[src/rtl/qpu_trigger_queue.sv]
// qpu_trigger_queue
//   Multi-channel timed-event dispatcher. Each channel owns a DEPTH-entry
//   FIFO of (timestamp, payload). A channel's head entry fires once the
//   shared time base has reached its timestamp. A fire is a one-cycle valid
//   pulse with a latched payload, plus a sticky per-channel late flag.
//
// Ports
//   clk, rst_n          single clock, async active-low reset
//   i_valid/i_ready     enqueue handshake (i_ready = ~full[i_ch] & ~i_flush)
//   i_ch/i_time/i_data  target channel, fire timestamp, payload
//   i_flush             synchronous clear of all queues and late flags
//   trigger_i_clk       free-running time base
//   trigger_o_clk_ena   timer run request (any channel non-empty)
//   trigger_o_valid     per-channel fire pulse
//   trigger_o_data      per-channel fired payload, channel c at [c*DATA_W +: DATA_W]
//   o_full/o_empty      per-channel FIFO status
//   o_late              sticky: channel fired strictly after its timestamp
module qpu_trigger_queue #(
  parameter int CH_NUM = 4,
  parameter int DATA_W = 8,
  parameter int TIME_W = 32,
  parameter int DEPTH  = 8,
  parameter int CH_W   = (CH_NUM > 1) ? $clog2(CH_NUM) : 1
) (
  input  logic                     clk,
  input  logic                     rst_n,
  input  logic                     i_valid,
  output logic                     i_ready,
  input  logic [CH_W-1:0]          i_ch,
  input  logic [TIME_W-1:0]        i_time,
  input  logic [DATA_W-1:0]        i_data,
  input  logic                     i_flush,
  input  logic [TIME_W-1:0]        trigger_i_clk,
  output logic                     trigger_o_clk_ena,
  output logic [CH_NUM-1:0]        trigger_o_valid,
  output logic [CH_NUM*DATA_W-1:0] trigger_o_data,
  output logic [CH_NUM-1:0]        o_full,
  output logic [CH_NUM-1:0]        o_empty,
  output logic [CH_NUM-1:0]        o_late
);

  localparam int AW = $clog2(DEPTH);
  localparam int PW = AW + 1;

  logic [PW-1:0]     wr_ptr_q [CH_NUM];
  logic [PW-1:0]     wr_ptr_d [CH_NUM];
  logic [PW-1:0]     rd_ptr_q [CH_NUM];
  logic [PW-1:0]     rd_ptr_d [CH_NUM];
  logic [TIME_W-1:0] mem_time_q [CH_NUM][DEPTH];
  logic [DATA_W-1:0] mem_data_q [CH_NUM][DEPTH];

  logic [CH_NUM-1:0]        valid_q, valid_d;
  logic [CH_NUM-1:0]        late_q, late_d;
  logic [CH_NUM*DATA_W-1:0] data_q, data_d;
  logic                     clk_ena_q, clk_ena_d;

  logic [CH_NUM-1:0] full, empty, push, due;
  logic              sel_full;

  // Status flags come straight from the pointer flops, so they reflect an
  // event one cycle after it happens.
  always_comb begin
    full  = '0;
    empty = '0;
    for (int c = 0; c < CH_NUM; c++) begin
      full[c]  = (wr_ptr_q[c][PW-1] != rd_ptr_q[c][PW-1]) &&
                 (wr_ptr_q[c][AW-1:0] == rd_ptr_q[c][AW-1:0]);
      empty[c] = (wr_ptr_q[c] == rd_ptr_q[c]);
    end
  end

  // Out-of-range channels match no entry here, so they are accepted and dropped.
  always_comb begin
    sel_full = 1'b0;
    for (int c = 0; c < CH_NUM; c++) begin
      if (i_ch == CH_W'(c)) sel_full = full[c];
    end
  end

  assign i_ready = ~sel_full & ~i_flush;

  always_comb begin
    logic [TIME_W-1:0] diff;
    valid_d   = '0;
    late_d    = late_q;
    data_d    = data_q;
    clk_ena_d = 1'b0;
    push      = '0;
    due       = '0;
    diff      = '0;
    for (int c = 0; c < CH_NUM; c++) begin
      // Wrap-aware compare: due once the modular difference is non-negative.
      diff    = trigger_i_clk - mem_time_q[c][rd_ptr_q[c][AW-1:0]];
      due[c]  = ~empty[c] & ~diff[TIME_W-1] & ~i_flush;
      push[c] = i_valid & i_ready & (i_ch == CH_W'(c));

      wr_ptr_d[c] = wr_ptr_q[c] + PW'(push[c]);
      rd_ptr_d[c] = rd_ptr_q[c] + PW'(due[c]);

      if (due[c]) begin
        valid_d[c]                  = 1'b1;
        data_d[c*DATA_W +: DATA_W]  = mem_data_q[c][rd_ptr_q[c][AW-1:0]];
        if (diff != '0) late_d[c]   = 1'b1;
      end

      if (i_flush) begin
        wr_ptr_d[c] = '0;
        rd_ptr_d[c] = '0;
        late_d[c]   = 1'b0;
      end

      // Run request follows post-update occupancy.
      if (wr_ptr_d[c] != rd_ptr_d[c]) clk_ena_d = 1'b1;
    end
  end

  always_ff @(posedge clk or negedge rst_n) begin
    if (!rst_n) begin
      for (int c = 0; c < CH_NUM; c++) begin
        wr_ptr_q[c] <= '0;
        rd_ptr_q[c] <= '0;
      end
      valid_q   <= '0;
      late_q    <= '0;
      data_q    <= '0;
      clk_ena_q <= 1'b0;
    end else begin
      for (int c = 0; c < CH_NUM; c++) begin
        wr_ptr_q[c] <= wr_ptr_d[c];
        rd_ptr_q[c] <= rd_ptr_d[c];
      end
      valid_q   <= valid_d;
      late_q    <= late_d;
      data_q    <= data_d;
      clk_ena_q <= clk_ena_d;
    end
  end

  // Entry storage needs no reset: an entry is only read while the FIFO is non-empty.
  always_ff @(posedge clk) begin
    for (int c = 0; c < CH_NUM; c++) begin
      if (push[c]) begin
        mem_time_q[c][wr_ptr_q[c][AW-1:0]] <= i_time;
        mem_data_q[c][wr_ptr_q[c][AW-1:0]] <= i_data;
      end
    end
  end

  assign trigger_o_valid   = valid_q;
  assign trigger_o_data    = data_q;
  assign trigger_o_clk_ena = clk_ena_q;
  assign o_late            = late_q;
  assign o_full            = full;
  assign o_empty           = empty;

endmodule

[config.mk]
export PLATFORM = sky130hd
export DESIGN_NAME = qpu_trigger_queue
export DESIGN_NICKNAME = d
export VERILOG_FILES = /design/src/rtl/qpu_trigger_queue.sv
export SDC_FILE = /design/constraint.sdc
export NUM_CORES = 1
export LEC_CHECK = 0
export BUFFER_PORTS_ARGS = -buffer_cell sky130_fd_sc_hd__buf_2
export CORE_MARGIN = 1
export CORE_UTILIZATION = 30
export CTS_BUF_LIST = sky130_fd_sc_hd__clkbuf_8
export DETAILED_ROUTE_END_ITERATION = 10
export PLACE_DENSITY_LB_ADDON = 0.08
export SLEW_MARGIN = 15
export SYNTH_ARGS = -nofsm -noshare
export SYNTH_HDL_FRONTEND = slang
export SYNTH_SLANG_ARGS = --single-unit
[constraint.sdc]
create_clock -name clk -period 10 [get_ports clk]
set_clock_uncertainty 0.05 [all_clocks]
set_input_delay 2 -clock clk [delete_from_list [all_inputs] [get_ports clk]]
set_output_delay 2 -clock clk [all_outputs]
set_load 0.01 [all_outputs]
==> out/qor.csv <==
metric,value,unit
Final Setup Violations,0,
drt drc,0,
f_max,0.148,GHz
ys flop type,edfxtp_1,
pin slew with the least headroom to its limit,1.06,ns
Final period util,67.7,%
"commonest non-fill, non-tap cells in the layout","edfxtp_1, mux4_2, clkbuf_8",
CTS buffer count,229,
Routed Antenna Nets,0,
hpwl dp,118000,um
die area,198000,um^2
syn nets,3574,
YS warnings,0,
#FFs+latches synth,1353,
Storage cell area,40300,um^2
Cells after Synth,3352,
Max clock buf depth,3,
Hold WC Path Type,register to register,
Crit Reg-Reg Startpoint,rd_ptr_q[0],
placed instance area,63000,um^2
largest net degree at the start of global routing,57,
unrepaired setup endpoints after global routing,false,
Relative slew margins,29.1,%
post-synthesis cell area,58900,um^2
Yosys cell types,80,
vias per cell,5.06,
Post-synth EDFFs,1280,
asr flop ratio synth,5.40,%
Top Ports,128,
layout cells sized above 1,24.2,%
path depth of the worst reg2reg path,20,
Die H,445,um
FF-to-FF setup slack,3.23,ns
Max-Cap Viols,0,
Final Hold Fails,0,
Total Routing Usage GR,18.6,%
"Seq/Total Area, Yosys",68.4,%
Hold Path Cell Cnt,1,
Critical R2R Capture,trigger_o_clk_ena,
routed via count,32618,
H-Tree Depth,4,
Hold Crit Start,trigger_o_data[4],
nets,3837,
Avg WL per Cell,28.6,um
IO Port Bufs,127,
number of global-route vias before repair,34068,
"commonest non-fill, non-tap cell in the layout",edfxtp_1,
post-route worst setup slack,3.23,ns
area of the multi-input gates,18000,um^2
Synth-to-Final Area Change,14.5,%
Pwr Density,181,nW/um^2
initial antenna violation count,31,
clock-pin slew on the worst setup and hold paths,0.06,ns
Tmin final,6.77,ns
CTS-repair resized insts,0,
clock insertion delay at the later pin of the skew report,1.03,ns
CTS tree,built,
status,"finished, final reports clean",
num rows,162,
hold endpoint,trigger_o_data[4],
crit path max fanout,45,
FILL cells,18771,
Max VDD drop,0.126,mV
"Slew Viols, Final",0,
routability congestion estimate,0.882,
syn_area_per_cell,17.6,um^2
CTS root buffer,clkbuf_8,
critical path arrival,7.60,ns
final instance area,67400,um^2
Leak,0.0217,uW
crit end category,register,
Fin Hold WS,0.450,ns
core box area,195000,um^2
worst endpoint required time,10.83,ns
first-pass GRT wire length,259000,um
Setup CP Type,register to register,
drt total wl,184000,um
type of origin of the critical path,register,
Post-CTS Setup Inserts,0,
Pwr Total,12200,uW
Die Width,445,um
clock tree sinks,1353,
GRT Residual Overflow,0,
initial core utilization,30.2,%
Initial DRT Pass Iterations,5,
"Hold-fix buffers, CTS",0,
dpl ws,2.72,ns
First DRT Iteration DRCs,2253,
Setup TNS,0,ns
-- synthesized netlist by cell type, drive strengths merged, types with 44 or more instances --
master / instances / area share (%)
a21oi: 150 / 1.3
clkbuf: 114 / 0.74
dfrtp: 73 / 3.1
edfxtp: 1280 / 65
ha: 140 / 3.0
inv: 52 / 0.33
mux2: 56 / 1.1
mux2i: 140 / 2.4
mux4: 321 / 12
nand2: 130 / 0.83
nand3: 44 / 0.37
nor2: 143 / 0.91
o21ai: 100 / 0.86
xnor2: 58 / 0.86
xor2: 52 / 0.77
-- power breakdown --
group,internal (uW),leakage [uW],switching [uW]
Clock,2460,0.00253,2360
Sequential,6290,0.0125,57.3
Combinational,385,0.00674,665
-- layout make-up --
type,count,area share [%]
multi-input combinational,1791,26.8
clock buffer,235,4.80
antenna,18,0.0668
clock inverter,188,1.72
tap,2624,4.87
inverter,52,0.290
timing repair buffer,188,1.68
sequential,1353,59.8
-- stage by stage --
| step | utilization [%] | instances |
|---|---|---|
| finish | 34.6 | 6449 |
| global route | 34.5 | 6435 |
| CTS | 34.5 | 6431 |
| detailed placement | 32.3 | 6008 |
| global placement | 32.3 | 6008 |
| floorplan | - | 3352 |
-- critical path, stage by stage (launching register included) --
cell and delay (ns):
dfrtp_4 0.87, buf_12 0.38, mux4_2 0.57, mux2i_1 0.37, ha_1 0.38, a21oi_1 0.21, o21ai_0 0.17, nor3_1 0.62
o31ai_2 0.25, nand4_1 0.16, a21oi_1 0.09, xnor2_1 0.46, or3_1 0.47, inv_1 0.12, ha_1 0.23, ha_1 0.30
xor2_1 0.15, nor4_1 0.28, nand4_1 0.12, nor3_1 0.16, o21ai_0 0.09
-- layer usage --
| layer | wire (um) | up-vias | GRT usage, % |
|---|---|---|---|
| met5 | 65 | - | 0 |
| met4 | 4330 | 10 | 5.26 |
| met3 | 10700 | 241 | 3.83 |
| met2 | 86500 | 856 | 29.7 |
| met1 | 82700 | 17312 | 25.6 |
| li1 | - | 14199 | - |
-- worst max-delay path by stage --
stage / end / startpoint / cells after the start / slack (ns)
finish: trigger_o_clk_ena / rd_ptr_q[0] / 20 / 3.23
global route: trigger_o_clk_ena / rd_ptr_q[0] / 21 / 2.65
CTS: trigger_o_clk_ena / rd_ptr_q[0] / 21 / 2.96
detailed placement: trigger_o_clk_ena / trigger_i_clk[0] / 20 / 2.72
global placement: trigger_o_clk_ena / trigger_i_clk[0] / 20 / 2.75
floorplan: trigger_o_clk_ena / rd_ptr_q[4] / 23 / 3.72
-- registers in the layout, indices dropped and copies added, names as in the netlist --
signal and count:
trigger_o_valid 4, rd_ptr_q 16, trigger_o_clk_ena 1, trigger_o_data 32, wr_ptr_q 16, mem_data_q 256
o_late 4, mem_time_q 1024
-- cell families (layout without fill, tap and decap cells) --
| group | after synthesis | in the layout | share of synthesized area, % |
|---|---|---|---|
| XOR/XNOR | 110 | 110 | 1.64 |
| adder cells (fa/ha/maj) | 144 | 144 | 3.11 |
| multiplexers | 517 | 517 | 15.7 |
| AND/OR/NAND/NOR | 542 | 542 | 4.53 |
| buffers and inverters | 208 | 663 | 1.37 |
| flip-flops | 1353 | 1353 | 68.4 |
| AO/OA/AOI/OAI | 478 | 478 | 5.23 |
| other | 0 | 18 | 0 |
No activity file was read; power rests on OpenSTA's default activity.
